**src/rtl/mul4_fitness_eval.sv**
```systemverilog
`default_nettype none
// ============================================================================
//  Module   : mul4_fitness_eval
//  Brief    : Bit-sliced fitness evaluator for 2x2-bit multiplier candidates.
//             Drives the exhaustive 16-lane stimulus, captures y3..y0 after
//             CAND_LAT extra cycles and scores matching bits (0..64).
//  Revision : 1.0 - initial release
// ============================================================================
module mul4_fitness_eval #(
  parameter int CAND_LAT = 0,   // extra candidate pipeline cycles before capture
  parameter int LANES    = 16   // lanes per word; only 16 is meaningful
) (
  input  logic             clk,
  input  logic             rst,
  input  logic             start_i,
  output logic             busy_o,
  output logic             done_o,
  output logic [6:0]       score_o,
  output logic             perfect_o,
  output logic [3:0]       err_mask_o,
  output logic             stim_valid_o,
  output logic [LANES-1:0] a1_o,
  output logic [LANES-1:0] a0_o,
  output logic [LANES-1:0] b1_o,
  output logic [LANES-1:0] b0_o,
  input  logic [LANES-1:0] y3_i,
  input  logic [LANES-1:0] y2_i,
  input  logic [LANES-1:0] y1_i,
  input  logic [LANES-1:0] y0_i
);

  // Lane i carries a = i[3:2], b = i[1:0]; these are the bit slices of that.
  localparam logic [LANES-1:0] c_a1 = 16'hFF00;
  localparam logic [LANES-1:0] c_a0 = 16'hF0F0;
  localparam logic [LANES-1:0] c_b1 = 16'hCCCC;
  localparam logic [LANES-1:0] c_b0 = 16'hAAAA;

  // Golden product bit slices for the lane encoding above.
  localparam logic [LANES-1:0] c_g0 = 16'hA0A0;
  localparam logic [LANES-1:0] c_g1 = 16'h6AC0;
  localparam logic [LANES-1:0] c_g2 = 16'h4C00;
  localparam logic [LANES-1:0] c_g3 = 16'h8000;

  // Counter must be at least one bit wide even for a combinational candidate.
  localparam int               CNT_W      = (CAND_LAT > 0) ? $clog2(CAND_LAT + 1) : 1;
  localparam logic [CNT_W-1:0] c_cnt_last = CNT_W'(CAND_LAT);
  localparam logic [6:0]       c_full     = 7'd64;

  typedef enum logic [1:0] {
    S_IDLE  = 2'd0,
    S_DRIVE = 2'd1,
    S_SCORE = 2'd2,
    S_DONE  = 2'd3
  } state_t;

  state_t           state_q, state_d;
  logic [CNT_W-1:0] cnt_q, cnt_d;
  logic [1:0]       word_q, word_d;
  logic [6:0]       acc_q, acc_d;
  logic [3:0]       emask_q, emask_d;
  logic [LANES-1:0] cap0_q, cap0_d, cap1_q, cap1_d, cap2_q, cap2_d, cap3_q, cap3_d;
  logic [LANES-1:0] a1_q, a1_d, a0_q, a0_d, b1_q, b1_d, b0_q, b0_d;
  logic             stim_valid_q, stim_valid_d;
  logic             done_q, done_d;
  logic [6:0]       score_q, score_d;
  logic             perfect_q, perfect_d;
  logic [3:0]       err_q, err_d;

  logic [LANES-1:0] w_cap;
  logic [LANES-1:0] w_gold;
  logic [LANES-1:0] w_diff;
  logic [4:0]       w_pop;
  logic [6:0]       w_acc_next;
  logic [3:0]       w_mask_next;

  // Select the captured word being scored this cycle and count its matching lanes.
  always_comb begin
    w_cap  = cap0_q;
    w_gold = c_g0;
    case (word_q)
      2'd0:    begin w_cap = cap0_q; w_gold = c_g0; end
      2'd1:    begin w_cap = cap1_q; w_gold = c_g1; end
      2'd2:    begin w_cap = cap2_q; w_gold = c_g2; end
      default: begin w_cap = cap3_q; w_gold = c_g3; end
    endcase
    w_diff = w_cap ^ w_gold;
    w_pop  = 5'd0;
    for (int i = 0; i < LANES; i++) begin
      w_pop = w_pop + {4'd0, ~w_diff[i]};
    end
    w_acc_next          = acc_q + {2'b00, w_pop};
    w_mask_next         = emask_q;
    w_mask_next[word_q] = emask_q[word_q] | (|w_diff);
  end

  // Next-state and datapath load decisions; every register holds by default.
  always_comb begin
    state_d      = state_q;
    cnt_d        = cnt_q;
    word_d       = word_q;
    acc_d        = acc_q;
    emask_d      = emask_q;
    cap0_d       = cap0_q;
    cap1_d       = cap1_q;
    cap2_d       = cap2_q;
    cap3_d       = cap3_q;
    a1_d         = a1_q;
    a0_d         = a0_q;
    b1_d         = b1_q;
    b0_d         = b0_q;
    stim_valid_d = stim_valid_q;
    done_d       = 1'b0;
    score_d      = score_q;
    perfect_d    = perfect_q;
    err_d        = err_q;

    case (state_q)
      S_IDLE: begin
        if (start_i) begin
          state_d      = S_DRIVE;
          a1_d         = c_a1;
          a0_d         = c_a0;
          b1_d         = c_b1;
          b0_d         = c_b0;
          stim_valid_d = 1'b1;
          cnt_d        = '0;
          word_d       = 2'd0;
          acc_d        = 7'd0;
          emask_d      = 4'd0;
        end
      end
      S_DRIVE: begin
        if (cnt_q == c_cnt_last) begin
          // Candidate output has settled: snapshot it and release the stimulus.
          cap0_d       = y0_i;
          cap1_d       = y1_i;
          cap2_d       = y2_i;
          cap3_d       = y3_i;
          a1_d         = '0;
          a0_d         = '0;
          b1_d         = '0;
          b0_d         = '0;
          stim_valid_d = 1'b0;
          state_d      = S_SCORE;
        end else begin
          cnt_d = cnt_q + 1'b1;
        end
      end
      S_SCORE: begin
        acc_d   = w_acc_next;
        emask_d = w_mask_next;
        word_d  = word_q + 2'd1;
        if (word_q == 2'd3) begin
          // Publish straight from the final sum so results land with done.
          state_d   = S_DONE;
          score_d   = w_acc_next;
          perfect_d = (w_acc_next == c_full);
          err_d     = w_mask_next;
          done_d    = 1'b1;
        end
      end
      default: begin
        state_d = S_IDLE;
      end
    endcase
  end

  // State and datapath registers; reset abandons any run in progress.
  always_ff @(posedge clk or posedge rst) begin
    if (rst) begin
      state_q      <= S_IDLE;
      cnt_q        <= '0;
      word_q       <= 2'd0;
      acc_q        <= 7'd0;
      emask_q      <= 4'd0;
      cap0_q       <= '0;
      cap1_q       <= '0;
      cap2_q       <= '0;
      cap3_q       <= '0;
      a1_q         <= '0;
      a0_q         <= '0;
      b1_q         <= '0;
      b0_q         <= '0;
      stim_valid_q <= 1'b0;
      done_q       <= 1'b0;
      score_q      <= 7'd0;
      perfect_q    <= 1'b0;
      err_q        <= 4'd0;
    end else begin
      state_q      <= state_d;
      cnt_q        <= cnt_d;
      word_q       <= word_d;
      acc_q        <= acc_d;
      emask_q      <= emask_d;
      cap0_q       <= cap0_d;
      cap1_q       <= cap1_d;
      cap2_q       <= cap2_d;
      cap3_q       <= cap3_d;
      a1_q         <= a1_d;
      a0_q         <= a0_d;
      b1_q         <= b1_d;
      b0_q         <= b0_d;
      stim_valid_q <= stim_valid_d;
      done_q       <= done_d;
      score_q      <= score_d;
      perfect_q    <= perfect_d;
      err_q        <= err_d;
    end
  end

  assign busy_o       = (state_q != S_IDLE);
  assign done_o       = done_q;
  assign score_o      = score_q;
  assign perfect_o    = perfect_q;
  assign err_mask_o   = err_q;
  assign stim_valid_o = stim_valid_q;
  assign a1_o         = a1_q;
  assign a0_o         = a0_q;
  assign b1_o         = b1_q;
  assign b0_o         = b0_q;

endmodule
`default_nettype wire

```
**config.mk**
```make
export PLATFORM = sky130hd
export DESIGN_NAME = mul4_fitness_eval
export DESIGN_NICKNAME = d
export VERILOG_FILES = /design/src/rtl/mul4_fitness_eval.sv
export SDC_FILE = /design/constraint.sdc
export NUM_CORES = 1
export LEC_CHECK = 0
export CORE_MARGIN = 1
export CORE_UTILIZATION = 45
export DETAILED_ROUTE_END_ITERATION = 10
export PLACE_DENSITY = 0.84
export REMOVE_ABC_BUFFERS = 1
export SYNTH_ARGS = -nofsm -noshare
export SYNTH_HDL_FRONTEND = slang
export SYNTH_SLANG_ARGS = --single-unit
```
**constraint.sdc**
```tcl
create_clock -name clk -period 8.1 [get_ports clk]
set_input_delay 1.62 -clock clk [delete_from_list [all_inputs] [get_ports clk]]
set_output_delay 1.62 -clock clk [all_outputs]
set_load 0.005 [all_outputs]
```
== Yosys cells after proc, flatten, opt, wreduce, memory -nomap -nowiden ==
Index checks and enable logic that the tools add are counted.

* Flip-flop bits (word level): 158
* Word-level logic and storage cells: 113

* $add $sub $neg: 18
* Magnitude comparators: 2
* Eq/ne operators: 9
* Mux-type cells: 34
* Bitwise logic cells: 19
* Reduce and logical (&&, ||, !) cells: 13

{| class="wikitable"
|+ Operator list
! cell !! count
|-
| $pmux 16 s2 || 4
|-
| $pmux 16 s3 || 2
|-
| $mux 16 || 5
|-
| $add 5x1->5 || 11
|-
| $not 1->1 || 17
|-
| $reduce_or 16->1 || 1
|-
| $xor 16x16->16 || 1
|-
| $pmux 7 s2 || 1
|-
| $mux 1 || 8
|-
| $mux 2 || 4
|-
| $pmux 4 s2 || 1
|-
| $reduce_and 2->1 || 4
|-
| $add 7x5->7 || 1
|-
| $eq 7x7->1 const B || 1
|-
| $mux 7 || 1
|-
| $eq 2x2->1 const B || 3
|-
| $ne 2x2->1 const B || 3
|-
| $pmux 2 s3 || 1
|-
| $reduce_and 3->1 || 2
|-
| $reduce_bool 2->1 || 3
|-
| $add 4x1->5 || 1
|-
| $add 3x1->4 || 1
|-
| $bwmux 4 || 1
|-
| $eq 2x1->1 const B || 2
|-
| other kinds (14) || 16
|}

== Logic depth before layout (Yosys ltp) ==
Gate-level depths: netlist of the first run.

* Depth after elaboration: 21
* Mapped depth: 19
* Mapped depth without buffers: 18

== Worst setup path after synthesis of the first run ==
OpenSTA, ideal clock, no wires.

* Path type: register to register
* From: reg word_q[0]
* To: reg perfect_q, in the netlist perfect_o
* Library setup time: 0.122 ns
* Arrival time: 5.164 ns
* Data required time: 7.978 ns
* Slack: 2.814 ns
* Cell stages (with the launch flop): 20
* Buffers on the path: 1
* Path through: dfrtp_1 -> inv_1 -> ha_1 -> buf_6 -> a222oi_1 -> a21oi_1 -> xnor2_1 -> fa_1 -> fa_1 -> fa_1 -> fa_1 -> fa_1 -> inv_1 -> fa_1 -> nor2b_1 -> o21ai_0 -> a21boi_0 -> o21ai_0 -> xnor2_1 -> a32o_1

* Word-level cells in the longest chain between the ends: 21

{| class="wikitable"
|+ RTL lines
! element !! line !! RTL
|-
| start, declared || 58 || <nowiki>logic [1:0] word_q, word_d;</nowiki>
|-
| start signal, assigned || 192 || <nowiki>word_q <= word_d;</nowiki>
|-
| $eq 2x2->1 (tied with other cells) || 80 || <nowiki>case (word_q)</nowiki>
|-
| $pmux 16 s3 || 80 ||
|-
| $xor 16x16->16 || 86 || <nowiki>w_diff = w_cap ^ w_gold;</nowiki>
|-
| $not 1->1 || 89 || <nowiki>w_pop = w_pop + {4'd0, ~w_diff[i]};</nowiki>
|-
| $add 1x1->2 || 89 ||
|-
| $add 2x1->3 || 89 ||
|-
| $add 3x1->4 || 89 ||
|-
| $add 4x1->5 || 89 ||
|-
| $add 5x1->5 (11 in series) || 89 ||
|-
| $add 7x5->7 || 91 || <nowiki>w_acc_next = acc_q + {2'b00, w_pop};</nowiki>
|-
| $eq 7x7->1 || 157 || <nowiki>perfect_d = (w_acc_next == c_full);</nowiki>
|-
| end signal, assigned || 206 || <nowiki>perfect_q <= perfect_d;</nowiki>
|-
| end, declared || 66 || <nowiki>logic perfect_q, perfect_d;</nowiki>
|}

Several ways; a longest one is shown, not always the timed one.
A chain may end at the register's enable or synchronous reset.

== Worst setup path in the final report of the first run ==
* From: reg word_q[0]
* To: reg score_q[6], in the netlist score_o[6]

* Word-level cells in the longest chain between the ends: 20

{| class="wikitable"
|+ RTL lines
! element !! line !! RTL
|-
| $eq 2x2->1 (tied with other cells) || 80 ||
|-
| $pmux 16 s3 || 80 ||
|-
| $xor 16x16->16 || 86 ||
|-
| $not 1->1 || 89 ||
|-
| $add 1x1->2 || 89 ||
|-
| $add 2x1->3 || 89 ||
|-
| $add 3x1->4 || 89 ||
|-
| $add 4x1->5 || 89 ||
|-
| $add 5x1->5 (11 in series) || 89 ||
|-
| $add 7x5->7 || 91 ||
|-
| end signal, assigned || 205 || <nowiki>score_q <= score_d;</nowiki>
|-
| end, declared || 65 || <nowiki>logic [6:0] score_q, score_d;</nowiki>
|}

Several ways; a longest one is shown, not always the timed one.

==> results of run 1 <==
[layout make-up]
type                       count  area (µm²)  share of cell area (%)
sequential                    93        2330                    36.0
inverter                      32         121                    1.88
clock inverter                 5         106                    1.64
multi-input combinational    295        2330                    36.1
timing repair buffer         116        1150                    17.8
tap                          140         175                    2.71
clock buffer                  11         253                    3.91
[logic make-up after synthesis]
kind of cell | Yosys count | share of synthesized area, %
compound gates | 81 | 10.2
xor+xnor | 13 | 2.18
fa+ha+maj | 31 | 9.15
buf+inv | 115 | 13.1
flops | 93 | 44.5
mux | 64 | 13.9
other cells | 1 | 0.0718
simple gates | 74 | 6.82
[cell usage after synthesis (2+ instances only)]
master,instances,area share (%)
dfrtp_1,93,45
buf_4,64,9.2
mux2_2,60,13
nand2_1,40,2.9
o21ai_0,31,3.0
inv_1,29,2.1
ha_1,19,4.5
a21oi_1,15,1.4
a222oi_1,12,2.3
fa_1,12,4.6
nor2_1,10,0.72
nor2b_1,9,1.1
xnor2_1,9,1.5
clkbuf_1,8,0.57
a22oi_1,7,1.0
buf_1,6,0.43
a22o_1,4,0.67
buf_2,4,0.38
nor3b_1,4,0.57
xor2_1,4,0.67
mux2i_1,3,0.57
a21o_1,2,0.29
a31oi_1,2,0.24
clkinv_1,2,0.14
nand2b_1,2,0.24
nand3_1,2,0.19
nand4_1,2,0.24
o31ai_1,2,0.29
[worst max-delay path: stages (launching register included)]
cell	delay [ns]
dfrtp_1	0.46
inv_1	0.20
ha_1	0.70
a222oi_1	0.30
a21oi_1	0.32
xnor2_1	0.20
fa_1	0.47
fa_1	0.47
fa_1	0.52
fa_1	0.53
fa_1	0.46
inv_1	0.08
fa_1	0.20
nor2b_1	0.06
o21ai_0	0.16
a21boi_0	0.14
o21ai_0	0.35
xor2_1	0.23
o21ai_0	0.11
[through the flow]
stage | hold slack (ns) | utilization [%] | cells | cell area (µm²)
final | 0.486 | 58.4 | 692 | 6470
after global routing | 0.519 | 58.4 | 692 | 6470
after CTS | 0.497 | 58.4 | 692 | 6470
after detailed placement | 0.482 | 55.2 | 676 | 6110
after global placement | 0.465 | 55.2 | 676 | 6110
after floorplan | 0.456 | - | 420 | 4780
[metal layers]
| layer | global-route usage, % | vias to the layer above | wire length, µm |
|---|---|---|---|
| met5 | 0 | - | 0 |
| met4 | 8.29 | 0 | 267 |
| met3 | 4.74 | 27 | 619 |
| met2 | 33.9 | 155 | 5680 |
| met1 | 24.7 | 1758 | 4620 |
| li1 | - | 1672 | - |
[worst max path at each step]
stage	from	depth (start not counted)	slack [ns]	to
floorplan	word_q[0]	18	2.74	perfect_o
global placement	word_q[0]	18	2.39	perfect_o
detailed placement	word_q[0]	18	2.08	score_o[6]
CTS	word_q[0]	18	2.03	score_o[6]
global route	word_q[0]	18	1.60	score_o[6]
finish	word_q[0]	18	1.97	score_o[6]
[state kept, by name, indices dropped and copies added (netlist names), 2 cells and up]
signal,cells
cap0_q,16
cap1_q,16
cap2_q,16
cap3_q,16
acc_q,7
score_o,7
emask_q,4
err_mask_o,4
state_q,2
word_q,2
==> impl_metrics.ini, run 1 <==
[clocking]
insertion_delay_ns = 0.35
htreeDepth = 3
clk_pin_slew_ns = 0.07
cts_resized = 0
cts_made_buffers = 9
clockRootBuffer = clkbuf_16
cts_tree = yes
cts_hold_buf = 0
cts_buffer_depth = 2
clock_sinks = 93
cts_setup_buffers = 0

[yosys]
synth_enable_flop_cells = 0
ys.flop_type = dfrtp_1
syn_area_per_cell_um2 = 11.1
synth-seq-cells = 93
yosysSeqAreaShare_pct = 44.5
synthCells = 472
synth_area_um2 = 5230
yosysWarningCount = 0
async_flop_share_pct = 100
synth_cell_types = 43

[run_status]
status = completed

[timing]
slew_headroom_pct = 42.4
finalMaxSlewViolations = 0
timing.final.crit_share_pct = 75.7
final.setup.worst_slack_ns = 1.97
fin_setup_tns_ns = 0
skew_ns = 0.00825
period_needed_ns = 6.13
worst_slew_pin_slew_ns = 0.864
grt_setup_unrepaired = false
hold_violations = 0
clock.fmax_ghz = 0.163
setup_viol = 0

[layout]
n_antenna_cell = 0
layout_common_cells = clkdlybuf4s50_1 (113), dfrtp_1 (93), mux2_2 (60)
drive_gt1_share_pct = 15.6
layout_commonest_cell = clkdlybuf4s50_1
nNetsFinal = 645
fill_cells = 889
area_delta_synth_final_pct = 23.8

[critical_path]
end_kind = flop
arrival_ns = 6.32
path_max_fanout = 21
worstReg2RegEnd = score_o[6]
worst_setup_path_start_kind = flop
critPathKind = flop to flop
reg2reg_slack_ns = 1.97
r2r_cells = 18
cp.required_ns = 8.29
reg2reg_from = word_q[0]

[floorplanning]
start_util_pct = 47.2
die_y_um = 110
row_count = 38
io_pins = 146
die_w_um = 110
dieArea_um2 = 12000
core_um2 = 11100

[route]
vias_per_cell = 5.22
dr_total_vias = 3612
wl_per_cell_um = 16.2
antenna_left = 0
totalWireLength_um = 11200
drtPass1Iterations = 5
first_iter_violations = 244
drc = 0

[placed_design]
gp_congestion = 0.888
place_hpwl_um = 8210
pre_cts_slack_ns = 2.08
portBuffers = 113

[hold_path]
hold_path.startpoint = score_o[2]
worstHoldPathCells = 2
hp-class = flop to flop
hold_path_end = score_o[2]

[global_route]
antenna_found_initial = 0
gr-total-overflow = 0
grt_start_max_net_pins = 69
first_global_vias = 3647
grtUsageTotal_pct = 20.1
grt_pass1_wl_um = 18100

[flow_run]
max_cap_viol_count = 0
Power of run 1 is not shown: default switching activity piles up to over one toggle a cycle in this logic, so the estimate is an artifact.
==> inputs of run 2 (changes only) <==
==> constraint.sdc (replaced) <==
create_clock -name clk -period 5.7 [get_ports clk]
set_input_delay 1.14 -clock clk [delete_from_list [all_inputs] [get_ports clk]]
set_output_delay 1.14 -clock clk [all_outputs]
set_load 0.005 [all_outputs]
==> run 2 against run 1 <==
Effect of this change:
- utilization is 0.73 points higher
- register-to-register slack worse by 1.7 ns
- via count rose by 0.28%
- clock skew decreased by 0.00080 ns
- critical path depth increased by 1
- cell area is 1.3% higher
- sequential cell count stayed put
- die area stayed put
- sequential share of layout area down 0.43 points
- global-route usage decreased by 0.39 points
- hold slack got worse by 0.011 ns
- highest routed layer unchanged
- non-clock buffer count increased by 8
==> impl_metrics.ini, run 2 (synthesis results as in run 1) <==
[layout]
area_delta_synth_final_pct = 25.4
layout_commonest_cell = clkdlybuf4s50_1
layout_common_cells = clkdlybuf4s50_1 (113), dfrtp_1 (92), mux2_2 (60)
n_antenna_cell = 0
nNetsFinal = 653
drive_gt1_share_pct = 17.5
fin_cells = 699

[route]
totalWireLength_um = 11300
antenna_left = 0
drtPass1Iterations = 5
wl_per_cell_um = 16.1
vias_per_cell = 5.18
drc = 0
first_iter_violations = 238
dr_total_vias = 3622

[clocking]
clockRootBuffer = clkbuf_16
cts_tree = yes
cts_made_buffers = 9
clk_pin_slew_ns = 0.06
insertion_delay_ns = 0.34
clock_sinks = 93
cts_buffer_depth = 2
cts_hold_buf = 0
htreeDepth = 3

[floorplanning]
die_y_um = 110
row_count = 38
io_pins = 146
core_um2 = 11100
start_util_pct = 47.2
die_w_um = 110
dieArea_um2 = 12000

[global_route]
grt_pass1_wl_um = 18200
grtUsageTotal_pct = 19.7
gr-total-overflow = 0
antenna_found_initial = 0
grt_start_max_net_pins = 70
first_global_vias = 3804

[timing]
setup_viol = 0
skew_ns = 0.00745
timing.final.crit_share_pct = 94.4
hold_violations = 0
clock.fmax_ghz = 0.186
finalMaxSlewViolations = 0
period_needed_ns = 5.38
worst_slew_pin_slew_ns = 0.883
slew_headroom_pct = 41.1
final.setup.worst_slack_ns = 0.317

[hold_path]
hold_path.startpoint = score_o[0]
hp-class = flop to flop

[critical_path]
arrival_ns = 5.61
worstReg2RegEnd = perfect_o
reg2reg_from = word_q[0]
crit_start = word_q[0]
r2r_cells = 19
path_max_fanout = 10
end_kind = flop
cp.required_ns = 5.92
reg2reg_slack_ns = 0.32
critPathKind = flop to flop
worst_setup_path_start_kind = flop
timing.critical_path.to = perfect_o

[placed_design]
gp_congestion = 0.898
place_hpwl_um = 8450
portBuffers = 113
dp.cells = 683
pre_cts_slack_ns = 0.0502

[flow_run]
max_cap_viol_count = 0

[run_status]
status = completed
==> run 2: cell count changes in the layout (fill, tap and decap cells not counted), moves of 2 or more <==
cell,before,now
buf_4,3,11
xnor2_1,9,7
clkbuf_8,2,0
clkbuf_1,0,2
ha_4,0,2
ha_1,18,16
xnor2_2,0,2
==> run 2: how the worst min path moves through the flow <==
| stage | cells after the start | to |
|---|---|---|
| after detailed placement | 2 | score_o[0] |
| after CTS | 2 | score_o[0] |
| after global routing | 2 | score_o[4] |
| final | 2 | score_o[0] |
| after global placement | 2 | score_o[0] |
| after floorplan | 2 | acc_q[2] |
==> run 2: cell type report <==
cell class / instances / area [µm²]
Clock buffer: 11 / 233
Clock inverter: 4 / 97.6
Fill cell: 890 / 4530
Inverter: 32 / 121
Multi-Input combinational cell: 295 / 2380
Sequential cell: 93 / 2330
Tap cell: 140 / 175
Timing Repair Buffer: 124 / 1210
==> run 2: layer usage <==
layer / share of wire (%) / up-vias / GRT usage (%)
li1: - / 1687 / -
met1: 42 / 1771 / 24.3
met2: 52 / 148 / 34.1
met3: 5.2 / 16 / 4.33
met4: 1.4 / 0 / 6.57
met5: 0 / - / 0
==> run 2: critical path, stage by stage (launching register included) <==
cell      delay, ns
dfrtp_1        0.36
inv_1          0.16
ha_4           0.24
buf_4          0.18
a222oi_1       0.35
a21oi_1        0.18
fa_1           0.53
inv_1          0.05
fa_1           0.50
fa_1           0.53
fa_1           0.60
fa_1           0.21
inv_1          0.06
fa_1           0.39
nor2b_1        0.12
o21ai_0        0.10
a21boi_1       0.23
o21ai_2        0.11
xnor2_1        0.13
a32o_1         0.24
==> run 2: through the flow <==
step,cell area [µm²],utilization (%),setup TNS [ns],hold WS (ns)
after floorplan,4780,-,0,0.456
final,6550,59.1,0,0.474
after CTS,6490,58.6,0,0.483
after detailed placement,6160,55.6,0,0.469
after global placement,6160,55.6,0,0.466
after global routing,6550,59.1,-0.0237,0.528
==> run 2: timing repair <==
item / in CTS / in global routing
setup buffers: 0 / 1
endpoints found under the setup margin: 0 / 7
gates resized for setup: 0 / 11
Power of run 2 is left out for the same reason.
